<file path="config.mk">
export PLATFORM = sky130hd
export DESIGN_NAME = dac_smooth_tx
export DESIGN_NICKNAME = d
export VERILOG_FILES = /design/src/rtl/dac_smooth_tx.sv
export SDC_FILE = /design/constraint.sdc
export NUM_CORES = 1
export LEC_CHECK = 0
export ABC_AREA = 1
export BUFFER_PORTS_ARGS = -buffer_cell sky130_fd_sc_hd__buf_2
export CAP_MARGIN = 10
export CORE_MARGIN = 4
export CORE_UTILIZATION = 30
export CTS_CLUSTER_SIZE = 8
export DETAILED_ROUTE_END_ITERATION = 6
export SLEW_MARGIN = 0
export SYNTH_ARGS = -nofsm -noshare
export SYNTH_HDL_FRONTEND = slang
export SYNTH_SLANG_ARGS = --single-unit
</file>
<file path="constraint.sdc">
create_clock -name clk -period 12.2 [get_ports clk]
set_input_delay 2.44 -clock clk [delete_from_list [all_inputs] [get_ports clk]]
set_output_delay 2.44 -clock clk [all_outputs]
set_load 0.01 [all_outputs]
</file>
<file path="src/rtl/dac_smooth_tx.sv">
// Zero-order-hold upsampler for an AXI-Stream sample source, followed by a first-order Q32 IIR smoother driving a DAC bus.
// Optional DAC_OFFSET_BINARY_EN: emit offset-binary codes (MSB inverted after saturation) instead of two's complement.
module dac_smooth_tx #(
    parameter int DAC_WIDTH        = 14,
    parameter int AXIS_TDATA_WIDTH = 32,
    parameter int B                = 2158,
    parameter int HOLD_LOG2        = 3
) (
    input  logic                        clk,
    input  logic                        reset,
    input  logic [AXIS_TDATA_WIDTH-1:0] s_axis_tdata,
    input  logic                        s_axis_tvalid,
    output logic                        s_axis_tready,
    output logic [DAC_WIDTH-1:0]        dac_dat_a,
    output logic                        sample_tick,
    output logic                        underflow,
    input  logic                        underflow_clr,
    output logic [15:0]                 underflow_cnt
);

    localparam int W = DAC_WIDTH + 32;
    localparam logic signed [W-1:0] B_S     = W'(longint'(B));
    localparam logic signed [W-1:0] TWO_B_S = W'(2 * longint'(B));
    localparam logic signed [W:0]   HALF_S  = (W+1)'(64'sd2147483648);
    localparam logic [HOLD_LOG2-1:0] CNT_MAX = '1;
`ifdef DAC_OFFSET_BINARY_EN
    localparam logic [DAC_WIDTH-1:0] OUT_XOR = {1'b1, {(DAC_WIDTH-1){1'b0}}};
`else
    localparam logic [DAC_WIDTH-1:0] OUT_XOR = '0;
`endif

    typedef enum logic [1:0] {IDLE, RUN, STARVED} state_t;

    state_t                 r_state;
    state_t                 w_state_next;
    logic [HOLD_LOG2-1:0]   r_cnt;
    logic [HOLD_LOG2-1:0]   w_cnt_next;
    logic                   r_rst_done;
    logic                   r_tick;
    logic                   r_underflow;
    logic [15:0]            r_uf_cnt;
    logic                   w_wrap;
    logic                   w_ready;
    logic                   w_xfer;
    logic                   w_load;
    logic                   w_miss;

    logic signed [DAC_WIDTH-1:0] r_x_hold;
    logic signed [DAC_WIDTH-1:0] r_x_hold_d;
    logic signed [W-1:0]         r_p0;
    logic signed [W-1:0]         r_p1;
    logic signed [W-1:0]         r_s;
    logic signed [W-1:0]         r_y;
    logic [DAC_WIDTH-1:0]        r_dac;
    logic signed [W-1:0]         w_x_ext;
    logic signed [W-1:0]         w_xd_ext;
    logic signed [W-1:0]         w_fb;
    logic signed [W:0]           w_rnd;
    logic [DAC_WIDTH:0]          w_q;
    logic [DAC_WIDTH-1:0]        w_sat;
    logic                        w_unused_tdata;

    // Ready depends on state/count only; r_rst_done keeps it low for the clock after reset.
    assign w_wrap  = (r_cnt == CNT_MAX);
    assign w_ready = r_rst_done && ((r_state == IDLE) || (r_state == STARVED) ||
                                    ((r_state == RUN) && w_wrap));
    assign w_xfer  = s_axis_tvalid && w_ready;

    always_comb begin
        w_state_next = r_state;
        w_cnt_next   = r_cnt + HOLD_LOG2'(1);
        w_load       = 1'b0;
        w_miss       = 1'b0;
        case (r_state)
            IDLE: begin
                w_cnt_next = '0;
                if (w_xfer) begin
                    w_load       = 1'b1;
                    w_state_next = RUN;
                end
            end
            RUN: begin
                if (w_wrap) begin
                    if (w_xfer) begin
                        w_load = 1'b1;
                    end else begin
                        w_miss       = 1'b1;
                        w_state_next = STARVED;
                    end
                end
            end
            STARVED: begin
                if (w_xfer) begin
                    w_load       = 1'b1;
                    w_cnt_next   = '0;
                    w_state_next = RUN;
                end else if (w_wrap) begin
                    w_miss = 1'b1;
                end
            end
            default: begin
                w_state_next = IDLE;
                w_cnt_next   = '0;
            end
        endcase
    end

    always_ff @(posedge clk) begin
        if (!reset) begin
            r_state     <= IDLE;
            r_cnt       <= '0;
            r_rst_done  <= 1'b0;
            r_tick      <= 1'b0;
            r_underflow <= 1'b0;
            r_uf_cnt    <= '0;
            r_x_hold    <= '0;
        end else begin
            r_state    <= w_state_next;
            r_cnt      <= w_cnt_next;
            r_rst_done <= 1'b1;
            r_tick     <= w_xfer;
            if (w_load) begin
                r_x_hold <= s_axis_tdata[DAC_WIDTH-1:0];
            end
            // A missed sample outranks a simultaneous clear.
            if (w_miss) begin
                r_underflow <= 1'b1;
                if (underflow_clr) begin
                    r_uf_cnt <= 16'd1;
                end else if (r_uf_cnt != 16'hFFFF) begin
                    r_uf_cnt <= r_uf_cnt + 16'd1;
                end
            end else if (underflow_clr) begin
                r_underflow <= 1'b0;
                r_uf_cnt    <= '0;
            end
        end
    end

    assign w_x_ext  = {{32{r_x_hold[DAC_WIDTH-1]}}, r_x_hold};
    assign w_xd_ext = {{32{r_x_hold_d[DAC_WIDTH-1]}}, r_x_hold_d};
    assign w_fb     = (r_y >>> 32) * TWO_B_S;
    assign w_rnd    = $signed({r_y[W-1], r_y}) + HALF_S;
    assign w_q      = w_rnd[W:32];

    always_comb begin
        w_sat = w_q[DAC_WIDTH-1:0];
        if (w_q[DAC_WIDTH] != w_q[DAC_WIDTH-1]) begin
            w_sat = {w_q[DAC_WIDTH], {(DAC_WIDTH-1){~w_q[DAC_WIDTH]}}};
        end
    end

    always_ff @(posedge clk) begin
        if (!reset) begin
            r_x_hold_d <= '0;
            r_p0       <= '0;
            r_p1       <= '0;
            r_s        <= '0;
            r_y        <= '0;
            r_dac      <= OUT_XOR;
        end else begin
            r_x_hold_d <= r_x_hold;
            r_p0       <= w_x_ext * B_S;
            r_p1       <= w_xd_ext * B_S;
            r_s        <= r_p0 + r_p1;
            r_y        <= r_s + r_y - w_fb;
            r_dac      <= w_sat ^ OUT_XOR;
        end
    end

    assign w_unused_tdata = &{1'b0, s_axis_tdata[AXIS_TDATA_WIDTH-1:DAC_WIDTH]};

    assign s_axis_tready = w_ready;
    assign dac_dat_a     = r_dac;
    assign sample_tick   = r_tick;
    assign underflow     = r_underflow;
    assign underflow_cnt = r_uf_cnt;

endmodule

</file>
# After elaboration in Yosys (flattened, before gate mapping)
# Cells that the tools add are included.
[op_classes]
n_addsub = 6
multipliers = 3
eq_ne = 8
n_mux = 22
n_bitwise = 1
reduce_logical = 11
[ops]
columns = ["cell", "n"]
rows = [
  ["46-bit adder", 2],
  ["14-bit by 12-bit multiplier with 26-bit output, second input constant", 3],
  ["16-bit two-way mux", 4],
  ["46-bit by 33-bit adder with 47-bit output, second input constant", 1],
  ["46-bit by 28-bit subtractor with 46-bit output", 1],
  ["16-bit by 1-bit adder with 16-bit output, second input constant", 1],
  ["16-bit inequality test, second input constant", 1],
  ["14-bit two-way mux", 1],
  ["1-bit two-way mux", 9],
  ["2-bit two-way mux", 3],
  ["3-bit case mux with 2 select lines", 1],
  ["2-bit inequality test, second input constant", 2],
  ["1-bit case mux with 2 select lines", 2],
  ["2-bit case mux with 2 select lines", 1],
  ["2-bit nonzero test", 2],
  ["3-bit by 1-bit adder with 3-bit output, second input constant", 1],
  ["3-bit == test, second input constant", 1],
  ["1-bit logical AND", 3],
  ["3-bit two-way mux", 1],
  ["3-bit AND reduction", 1],
  ["2-bit by 1-bit == test with 1-bit output, second input constant", 1],
  ["2-bit == test, second input constant", 1],
  ["2-bit logical NOT", 1],
  ["1-bit logical OR", 2],
  ["5 further kinds", 5],
]
[totals]
reg_bits = 250
inputBits = 36
output_inout_bits = 33
wordCells = 66

# Depth between registers and ports, before layout
# Gate-level depths: netlist of run 1.
[depth]
depth_word = 10
depth_mapped = 38
mapped_depth_nobuf = 38

# Worst setup path after synthesis of run 1
# OpenSTA, ideal clock, no wires.
[synth_timing]
path_type = "register to register"
from = "reg r_y[45]"
to = "reg r_y[38]"
setup_ns = 0.113
arrival_ns = 5.967
required_ns = 12.087
slack_ns = 6.120
stages_incl_launch_ff = 33
path_buffers = 2
synth_period_minus_slack_ns = 6.080
cell_sequence = "dfxtp_1 > buf_2 > inv_1 > fa_1 > inv_1 > fa_1 > inv_1 > fa_1 > inv_1 > ha_1 > nand2_2 > inv_1 > nand2_1 > and2_1 > nand2_2 > nand2_2 > nand4_4 > nand2_8 > buf_12 > xor2_2 > inv_1 > ha_1 > a31o_2 > ha_1 > nand2_1 > nor2_1 > inv_1 > nor4_1 > nand3_1 > nand3_1 > nand2_1 > nand2_1 > nor2_1"
[synth_via]
elab_chain_len = 2
[synth_lines]
columns = ["item", "line", "rtl"]
rows = [
  ["from (decl)", "53", "logic signed [W-1:0] r_y;"],
  ["from (signal assigned)", "166", "r_y <= r_s + r_y - w_fb;"],
  ["14-bit by 12-bit multiplier with 26-bit output", "142", "assign w_fb = (r_y >>> 32) * TWO_B_S;"],
  ["46-bit by 28-bit subtractor with 46-bit output", "166", ""],
]
# No other way between the ends.
# A chain may end at the register's enable or synchronous reset.

# Worst setup path in the final report of run 1
[layout_timing]
from = "reg r_y[45]"
to = "reg r_y[28]"
# The elaborated chain is that of the path after synthesis.

==> parameters.txt, run 1 <==
Parameter                              Value

Outcome
  Result of the run ... finished clean

Global route
  Wire length of the first global-routing pass ... 88200 um
  Number of antenna violations at the first check in global routing ... 0
  Total global-route track usage ... 13.8%
  Grt ovf ... 0
  Via count of the first global-routing pass ... 17600
  Pin count of the biggest net entering global routing ... 81

Routing
  DR iter-0 viols ... 864
  First-pass detailed-route iteration total ... 5
  WL per Instance ... 14.0 um
  Mean number of vias per cell ... 4.64
  Vias after detailed routing ... 17500
  Final routed wirelength across all metal layers ... 52800 um
  Number of routed nets with antenna violations ... 0
  DRC errors left ... 0

Placement
  Placer Congestion ... 0.915
  Detail Placement HPWL ... 43700 um
  Count of input and output buffers ... 50
  Area post-placement ... 0.0229 mm2

Timing
  Period Utilization, post-route ... 61.7%
  Maximum achievable frequency ... 133 MHz
  RSZ-0062 raised after global routing ... false
  Final sum of negative setup slack ... 0 ns
  Layout Skew ... 0.0236 ns
  Final Hold Fails ... 0
  Final number of max-transition violations ... 0
  Time the worst path needs with I/O delays and setup ... 7.53 ns
  Transition time of the tightest slew-check pin ... 1.03 ns
  Worst relative slew slack ... 30.9%
  Setup violations, final ... 0

Synthesis
  Post-synthesis cell type count ... 50
  Number of flops mapped to enable cells by yosys ... 0
  Number of synthesized register bits ... 207
  Sequential cell area fraction in the yosys report ... 19.2%
  Post-Syn Nets ... 3330
  Fraction of registers with async set/reset ... 0%
  Summed instance area of the synthesized netlist ... 0.0216 mm2
  Count of yosys warnings during synthesis ... 0
  Average instance area after synthesis ... 7.77 um2
  Synthesized netlist cell count ... 2775
  Most used flip-flop cell after synthesis ... dfxtp_1

Die
  Die Footprint ... 0.0762 mm2
  Floorplan die height ... 276 um
  Area of the placeable core ... 0.0714 mm2
  IO Count ... 69
  Die width ... 276 um
  Number of rows in the core area ... 98
  Initial core utilization ... 30.2%

Finish
  Commonest non-fill, non-tap cell in the layout ... inv_1
  Number of nets in the layout ... 3382
  Number of antenna diodes ... 0
  Area Overhead vs Synth ... 10.2%
  Highest-count cells in the layout ignoring fill and taps ... inv_1 (562), nand2_1 (392), ha_1 (342)
  Fraction of layout instances using a drive strength above 1 ... 5.43%
  Post-Layout Inst Area ... 0.0238 mm2

Setup path
  WP data required ... 12.69 ns
  Critical path endpoint category ... flop
  Startpoint type of the worst setup path ... flop
  Crit-path max FO ... 21
  Data arrival time of the critical path ... 8.02 ns
  Class of the most critical setup path ... flop to flop

Clocking
  Longest Clk Path Bufs ... 3
  CTS clk-pin slew, worst paths ... 0.05 ns
  Quantity of gates resized following cts ... 0
  TritonCTS clock tree ... built
  Number of hold-repair buffers added at the cts stage ... 0
  Post-CTS setup buffer count ... 0
  Cell at the root of the clock tree ... clkbuf_16
  Number of H-tree branching levels ... 1
  Number of buffers created by CTS ... 31
  Num Clock Sinks ... 207
  Clock network latency to the later pin of the worst-skew pair ... 0.59 ns

Min path
  Hold Crit Class ... flop to flop

Job
  Max-cap violation count ... 0
-- state kept, by name, summed over array words and instances, names as in the netlist --
name and count:
dac_dat_a 14, r_cnt 3, r_p0 25, r_p1 26, r_rst_done 1, r_s 45, r_state 2, r_x_hold 14
r_x_hold_d 14, r_y 45, sample_tick 1, underflow 1, underflow_cnt 16
-- per-stage QoR --
stage               instances  hold WS (ns)  utilization, %  setup WS [ns]
finish                   3784         0.441            33.3           4.67
global route             3784         0.444            33.3           4.18
CTS                      3784         0.439            33.3           4.70
detailed placement       3744         0.425            32.1           4.75
global placement         3744         0.426            32.1           4.81
floorplan                2775         0.406               -           6.12
-- synthesized netlist by cell type (19+ instances only) --
library cell / instances / area, um2
nor2_1: 224 / 841
nand2_1: 392 / 1470
clkbuf_1: 30 / 113
a31oi_1: 19 / 119
xnor2_1: 20 / 175
inv_1: 562 / 2110
fa_1: 177 / 3540
a21o_1: 21 / 158
o21bai_1: 26 / 195
dfxtp_1: 207 / 4140
xor2_1: 33 / 289
nand4_1: 20 / 125
ha_1: 342 / 4280
o21ai_0: 191 / 956
a21oi_1: 267 / 1340
nand3_1: 77 / 385
-- critical path, cell delays in order (launching register included) --
cell	delay, ns
dfxtp_1	1.00
ha_1	0.44
xnor2_1	0.24
fa_1	0.48
fa_1	0.50
inv_1	0.06
fa_1	0.54
inv_1	0.04
ha_1	0.37
nand2_1	0.16
nor2_4	0.12
nand2_2	0.07
o21ai_0	0.34
nand2_1	0.09
nand3_1	0.12
a21oi_1	0.09
xor2_1	0.42
fa_1	0.51
ha_1	0.39
nand2_1	0.11
a21oi_1	0.06
nor2_1	0.24
o21ai_0	0.17
o21bai_1	0.20
a21oi_1	0.37
o21ai_0	0.14
a21oi_1	0.16
-- cell type report --
class | instances | area, um2
Fill cell | 7612 | 47600
Multi-Input combinational cell | 1968 | 15100
Sequential cell | 207 | 4140
Inverter | 563 | 2110
Tap cell | 950 | 1190
Clock buffer | 37 | 838
Timing Repair Buffer | 56 | 298
Clock inverter | 3 | 43.8
-- logic make-up (layout without fill, tap and decap cells) --
kind of cell,Yosys count,count (layout),synth area share [%]
DFF,207,207,19.2
adders and majority gates,519,519,36.3
buffers and inverters,600,659,10.6
AOI/OAI and AO/OA,602,602,15.7
xor gates and xnor gates,63,63,2.91
and+or+nand+nor,784,784,15.4
-- routing by layer --
layer,wire [um],GRT usage [%],vias up,part of all wire [%]
met4,1080,3.10,0,2.0
met5,0,0,-,0
met1,25400,18.8,8136,48
met2,24600,23.7,284,47
met3,1710,1.40,67,3.2
li1,-,-,9055,-
-- final timing paths --
path | startpoint | end | slack (ns) | depth (start not counted)
worst min-delay path | r_cnt[0] | r_cnt[0] | 0.44 | 1
worst max-delay path | r_y[45] | r_y[28] | 4.67 | 26
worst min register to register | r_cnt[0] | r_cnt[0] | 0.44 | 1
worst max register to register | r_y[45] | r_y[28] | 4.67 | 26
Power of run 1 is left out: the tool's default activity adds up to more than one toggle a clock period on the data nets, which glitch-free logic cannot reach.
==> run 2: changes to the inputs <==
==> constraint.sdc (replaced) <==
create_clock -name clk -period 6.5 [get_ports clk]
set_input_delay 1.3 -clock clk [delete_from_list [all_inputs] [get_ports clk]]
set_output_delay 1.3 -clock clk [all_outputs]
set_load 0.01 [all_outputs]
==> parameters.txt, run 2 (same netlist as run 1, synthesis figures left out) <==
Parameter                              Value

Timing
  Setup violations, final ... 0 (unchanged)
  Transition time of the tightest slew-check pin ... 0.875 ns (was 1.03 ns)
  Layout Skew ... 0.0234 ns (was 0.0236 ns)
  Final sum of negative setup slack ... 0 ns (unchanged)
  Final number of max-transition violations ... 0 (unchanged)
  Period Utilization, post-route ... 95.1% (was 61.7%)
  RSZ-0062 raised after global routing ... true (was false)
  Time the worst path needs with I/O delays and setup ... 6.18 ns (was 7.53 ns)
  Worst relative slew slack ... 41.6% (was 30.9%)
  Maximum achievable frequency ... 162 MHz (was 133 MHz)
  Final Hold Slack ... 0.442 ns (was 0.441 ns)
  Final Hold Fails ... 0 (unchanged)

Routing
  DRC errors left ... 0 (unchanged)
  First-pass detailed-route iteration total ... 7 (was 5)
  Number of routed nets with antenna violations ... 0 (unchanged)
  Final routed wirelength across all metal layers ... 54900 um (was 52800 um)
  Mean number of vias per cell ... 4.64 (about the same)
  Vias after detailed routing ... 18300 (was 17500)
  DR iter-0 viols ... 876 (was 864)
  WL per Instance ... 13.9 um (was 14.0 um)

Clocking
  Number of H-tree branching levels ... 1 (unchanged)
  Number of buffers created by CTS ... 31 (unchanged)
  TritonCTS clock tree ... built (unchanged)
  CTS clk-pin slew, worst paths ... 0.05 ns (about the same)
  Cell at the root of the clock tree ... clkbuf_16 (unchanged)
  Clock network latency to the later pin of the worst-skew pair ... 0.58 ns (was 0.59 ns)
  Longest Clk Path Bufs ... 3 (unchanged)
  Num Clock Sinks ... 207 (unchanged)

Placement
  Area post-placement ... 0.0241 mm2 (was 0.0229 mm2)
  Detail Placement HPWL ... 45200 um (was 43700 um)
  Placed cell count ... 3896 (was 3744)
  Placer Congestion ... 0.891 (was 0.915)
  Count of input and output buffers ... 50 (unchanged)

Die
  Number of rows in the core area ... 98 (unchanged)
  Die width ... 276 um (unchanged)
  IO Count ... 69 (unchanged)
  Area of the placeable core ... 0.0714 mm2 (unchanged)
  Die Footprint ... 0.0762 mm2 (unchanged)
  Floorplan die height ... 276 um (unchanged)
  Initial core utilization ... 30.2% (unchanged)

Setup path
  WP data required ... 6.97 ns (was 12.69 ns)
  Critical path endpoint category ... flop (unchanged)
  Slack of the worst reg-to-reg path ... 0.32 ns (was 4.67 ns)
  Crit path largest cell delay ... 0.56 ns (was 1.00 ns)
  R2r endpoint ... r_y[39] (was r_y[28])
  Data arrival time of the critical path ... 6.65 ns (was 8.02 ns)
  Crit-path max FO ... 8 (was 21)
  RR Startpoint ... r_y[42] (was r_y[45])
  Worst reg-to-reg path cell count ... 33 (was 26)
  Class of the most critical setup path ... flop to flop (unchanged)
  Startpoint type of the worst setup path ... flop (unchanged)
  Standard cell with the maximum stage delay on the critical path ... fa_1 (was dfxtp_1)

Global route
  Pin count of the biggest net entering global routing ... 132 (was 81)
  Wire length of the first global-routing pass ... 90400 um (was 88200 um)
  Via count of the first global-routing pass ... 18000 (was 17600)
  Grt ovf ... 0 (unchanged)
  Total global-route track usage ... 14.1% (was 13.8%)
  Number of antenna violations at the first check in global routing ... 0 (unchanged)

Finish
  Highest-count cells in the layout ignoring fill and taps ... inv_1 (558), nand2_1 (384), ha_1 (320) (was inv_1 (562), nand2_1 (392), ha_1 (342))
  Finished Layout Cells ... 3943 (was 3784)
  Biggest registers after layout ... r_s: 45 flops, r_y: 45 flops, r_p1: 26 flops (unchanged)
  Number of antenna diodes ... 0 (unchanged)
  Commonest non-fill, non-tap cell in the layout ... inv_1 (unchanged)
  Number of nets in the layout ... 3541 (was 3382)
  Fraction of layout instances using a drive strength above 1 ... 14.5% (was 5.43%)
  Post-Layout Inst Area ... 0.0257 mm2 (was 0.0238 mm2)
  Area Overhead vs Synth ... 19.1% (was 10.2%)

Min path
  Worst min-delay path startpoint ... r_cnt[0] (unchanged)
  Count of cells along the worst hold path ... 1 (unchanged)
  Hold Crit Class ... flop to flop (unchanged)
  Hold worst-path end ... r_cnt[0] (unchanged)

Job
  Max-cap violation count ... 0 (unchanged)

Outcome
  Result of the run ... finished clean (unchanged)
## run 2: worst max-delay path by stage
stage | from | to | slack, ns | depth (start not counted)
6_report | r_y[42] | r_y[39] | 0.32 | 33
5_1_grt | r_y[42] | r_y[44] | -0.06 | 33
4_1_cts | r_y[37] | r_y[28] | 0.02 | 32
3_5_place_dp | r_y[44] | r_y[39] | -0.07 | 32
3_3_place_gp | r_y[44] | r_y[39] | -0.08 | 32
2_1_floorplan | r_y[45] | r_y[38] | 0.42 | 32
## run 2: layout make-up
cell class              instances  area, um2
multi-input cells            1969      15800
repair buffers                214       1550
clock buffers                  37        838
fillers                      7496      45700
well taps                     950       1190
clock inverters                 3       43.8
inverters                     563       2110
flip-flops and latches        207       4160
## run 2: timing repair
action	in CTS	in global routing
gates cloned	0	1
endpoints found under the setup margin	7	28
hold buffers	0	0
pin swaps	0	27
resized for setup	7	146
setup buffers	0	6
## run 2: through the flow
step | utilization (%) | setup WS (ns)
floorplan | - | 0.420
global placement | 33.7 | -0.0798
detailed placement | 33.7 | -0.0651
CTS | 35.0 | 0.0151
global route | 36.0 | -0.0593
finish | 36.0 | 0.319
## run 2: layer usage
metal	track usage [%]	vias up	wire [um]
met1	19.0	8490	26000
met4	3.53	0	1510
met3	1.55	80	2050
met2	24.3	302	25400
met5	0	-	0
li1	-	9406	-
## run 2: critical path: cells and delay by family, from the launching register on
| kind | cells | cell delay [ns] |
|---|---|---|
| fa+ha+maj | 7 | 2.82 |
| simple gates | 13 | 1.50 |
| buf+inv | 9 | 0.86 |
| flops | 1 | 0.32 |
| compound gates | 3 | 0.46 |
| xor+xnor | 1 | 0.13 |
Power of run 2 is left out for the same reason.
==> run 3: changes to the inputs <==
--- a/config.mk
+++ b/config.mk
@@ -5,7 +5,6 @@
 export SDC_FILE = /design/constraint.sdc
 export NUM_CORES = 1
 export LEC_CHECK = 0
-export ABC_AREA = 1
 export BUFFER_PORTS_ARGS = -buffer_cell sky130_fd_sc_hd__buf_2
 export CAP_MARGIN = 10
 export CORE_MARGIN = 4
==> parameters.txt, run 3 <==
Parameter                              Value

Outcome
  Result of the run ... finished with violations (was finished clean)
  Failing checks ... setup timing

Global route
  Grt ovf ... 0 (unchanged)
  Pin count of the biggest net entering global routing ... 53 (was 132)
  Wire length of the first global-routing pass ... 76100 um (was 90400 um)
  Total global-route track usage ... 12.7% (was 14.1%)
  Via count of the first global-routing pass ... 15400 (was 18000)
  Number of antenna violations at the first check in global routing ... 0 (unchanged)

Timing
  Worst Setup Slack, final ... -0.370 ns (was 0.319 ns)
  Layout Skew ... 0.0138 ns (was 0.0234 ns)
  Final Hold Slack ... 0.418 ns (was 0.442 ns)
  Setup violations, final ... 13 (was 0)
  Maximum achievable frequency ... 146 MHz (was 162 MHz)
  Final Hold Fails ... 0 (unchanged)
  Period Utilization, post-route ... 106% (was 95.1%)
  Transition time of the tightest slew-check pin ... 1.14 ns (was 0.875 ns)
  Worst relative slew slack ... 24.2% (was 41.6%)
  RSZ-0062 raised after global routing ... true (unchanged)
  Time the worst path needs with I/O delays and setup ... 6.87 ns (was 6.18 ns)
  Final sum of negative setup slack ... -2.92 ns (was 0 ns)
  Final number of max-transition violations ... 0 (unchanged)

Setup path
  Critical path endpoint category ... flop (unchanged)
  Crit-path max FO ... 7 (was 8)
  WP data required ... 6.95 ns (was 6.97 ns)
  Startpoint type of the worst setup path ... flop (unchanged)
  Class of the most critical setup path ... flop to flop (unchanged)
  Crit path largest cell delay ... 0.57 ns (was 0.56 ns)
  Standard cell with the maximum stage delay on the critical path ... or4_4 (was fa_1)
  Data arrival time of the critical path ... 7.32 ns (was 6.65 ns)

Finish
  Commonest non-fill, non-tap cell in the layout ... inv_1 (unchanged)
  Number of nets in the layout ... 3037 (was 3541)
  Combined area of the multi-input logic cells ... 0.0155 mm2 (was 0.0158 mm2)
  Highest-count cells in the layout ignoring fill and taps ... inv_1 (324), ha_1 (313), buf_4 (219) (was inv_1 (558), nand2_1 (384), ha_1 (320))
  Fraction of layout instances using a drive strength above 1 ... 20.0% (was 14.5%)
  Number of antenna diodes ... 0 (unchanged)
  FF+latch area ... 0.00418 mm2 (was 0.00416 mm2)
  Fill cells ... 6683 (was 7496)
  Biggest registers after layout ... r_s: 45 flops, r_y: 45 flops, r_p1: 26 flops (unchanged)
  Area Overhead vs Synth ... 23.5% (was 19.1%)
  Finished Layout Cells ... 3354 (was 3943)

Synthesis
  Fraction of registers with async set/reset ... 0% (unchanged)
  Count leader, synth ... ha_1 (was inv_1)
  Biggest area consumer among synthesized cells ... ha_1 (unchanged)
  Most used flip-flop cell after synthesis ... dfxtp_1 (unchanged)
  Sequential cell area fraction in the yosys report ... 20.5% (was 19.2%)
  Average instance area after synthesis ... 9.09 um2 (was 7.77 um2)
  Number of flops mapped to enable cells by yosys ... 0 (unchanged)
  Synthesized netlist cell count ... 2218 (was 2775)
  Fraction of post-synthesis cell area in the top cell type by area ... 21.2% (was 19.8%)
  Synth top area cells ... ha_1 (21%), dfxtp_1 (21%), fa_1 (18%), inv_1 (6.2%), xor2_1 (3.6%) (was ha_1 (20%), dfxtp_1 (19%), fa_1 (16%), inv_1 (9.8%), nand2_1 (6.8%))
  Count of yosys warnings during synthesis ... 0 (unchanged)
  Post-synthesis cell type count ... 75 (was 50)
  Leading cell types by count after synthesis ... ha_1 (342), inv_1 (331), dfxtp_1 (207) (was inv_1 (562), nand2_1 (392), ha_1 (342))
  Summed instance area of the synthesized netlist ... 0.0202 mm2 (was 0.0216 mm2)
  Post-Syn Nets ... 2773 (was 3330)
  Number of synthesized register bits ... 207 (unchanged)

Routing
  Final routed wirelength across all metal layers ... 44800 um (was 54900 um)
  Number of routed nets with antenna violations ... 0 (unchanged)
  DR iter-0 viols ... 562 (was 876)
  DRC errors left ... 0 (unchanged)
  Vias after detailed routing ... 15200 (was 18300)
  Mean number of vias per cell ... 4.52 (was 4.64)
  First-pass detailed-route iteration total ... 6 (was 7)
  WL per Instance ... 13.3 um (was 13.9 um)

Clocking
  Number of H-tree branching levels ... 1 (unchanged)
  Number of hold-repair buffers added at the cts stage ... 0 (unchanged)
  Clock network latency to the later pin of the worst-skew pair ... 0.58 ns (about the same)
  Number of buffers created by CTS ... 31 (unchanged)
  Cell at the root of the clock tree ... clkbuf_16 (unchanged)
  CTS clk-pin slew, worst paths ... 0.06 ns (was 0.05 ns)
  TritonCTS clock tree ... built (unchanged)
  Longest Clk Path Bufs ... 3 (unchanged)
  Num Clock Sinks ... 207 (unchanged)

Placement
  Detail Placement HPWL ... 35600 um (was 45200 um)
  Placer Congestion ... 0.862 (was 0.891)
  Count of input and output buffers ... 50 (unchanged)
  Placed cell count ... 3285 (was 3896)

Die
  Die Footprint ... 0.0714 mm2 (was 0.0762 mm2)
  Number of rows in the core area ... 94 (was 98)
  Die width ... 267 um (was 276 um)
  Area of the placeable core ... 0.0662 mm2 (was 0.0714 mm2)
  Floorplan die height ... 267 um (was 276 um)
  Initial core utilization ... 30.5% (was 30.2%)
  IO Count ... 69 (unchanged)

Job
  Max-cap violation count ... 0 (unchanged)

Min path
  Hold Crit Class ... flop to flop (unchanged)
==> run 3: final cells by class <==
type	instances	area share [%]
Timing Repair Buffer	283	8.31
Clock inverter	4	0.141
Clock buffer	37	3.33
Multi-Input combinational cell	1627	62.1
Inverter	332	5.03
Sequential cell	207	16.8
Tap cell	864	4.34
==> run 3: logic make-up (layout without fill, tap and decap cells) <==
kind of cell / Yosys count / in the layout / synth area share [%]
simple gates: 513 / 513 / 12.0
fa+ha+maj: 519 / 519 / 38.8
mux: 5 / 5 / 0.248
flops: 207 / 207 / 20.5
xor+xnor: 160 / 160 / 6.98
compound gates: 430 / 430 / 14.2
buf+inv: 384 / 656 / 7.16
==> run 3: final timing paths <==
check | start | endpoint | slack, ns | depth (start not counted)
max | r_y[39] | r_y[34] | -0.37 | 31
min | r_cnt[0] | r_cnt[0] | 0.42 | 1
max reg2reg | r_y[39] | r_y[34] | -0.37 | 31
min reg2reg | r_cnt[0] | r_cnt[0] | 0.42 | 1
==> run 3: repair_timing <==
| item | in CTS | in global routing |
|---|---|---|
| buffers inserted | 13 | 16 |
| resized for setup | 79 | 57 |
| cloned | 1 | 0 |
| pin swaps | 81 | 50 |
| endpoints found under the hold margin | 0 | 0 |
| setup endpoints to repair | 21 | 24 |
==> run 3: critical path: cells and delay by family (launching register included) <==
family                     cells  cell delay, ns
adders and majority gates      7            2.57
and+or+nand+nor                4            1.01
xor gates and xnor gates       3            0.54
DFF                            1            0.38
buffers and inverters          8            0.80
AOI/OAI and AO/OA              9            1.42
==> run 3: per-layer routing <==
metal / GRT usage, % / vias to the layer above / wire, um / share of wire [%]
met5: 0 / - / 0 / 0
met1: 17.5 / 7014 / 22000 / 49
met3: 1.60 / 50 / 1310 / 2.9
met2: 21.7 / 164 / 20800 / 46
met4: 1.87 / 0 / 667 / 1.5
li1: - / 7936 / - / -
==> run 3: metrics by stage <==
step / setup WS, ns / instance area, um2 / utilization, %
2_1_floorplan: 0.00212 / 20400 / -
3_3_place_gp: -0.493 / 23100 / 34.9
3_5_place_dp: -0.524 / 23100 / 34.9
4_1_cts: -0.307 / 24500 / 37.0
5_1_grt: -0.664 / 24900 / 37.6
6_report: -0.370 / 24900 / 37.6
Power of run 3 is left out for the same reason.
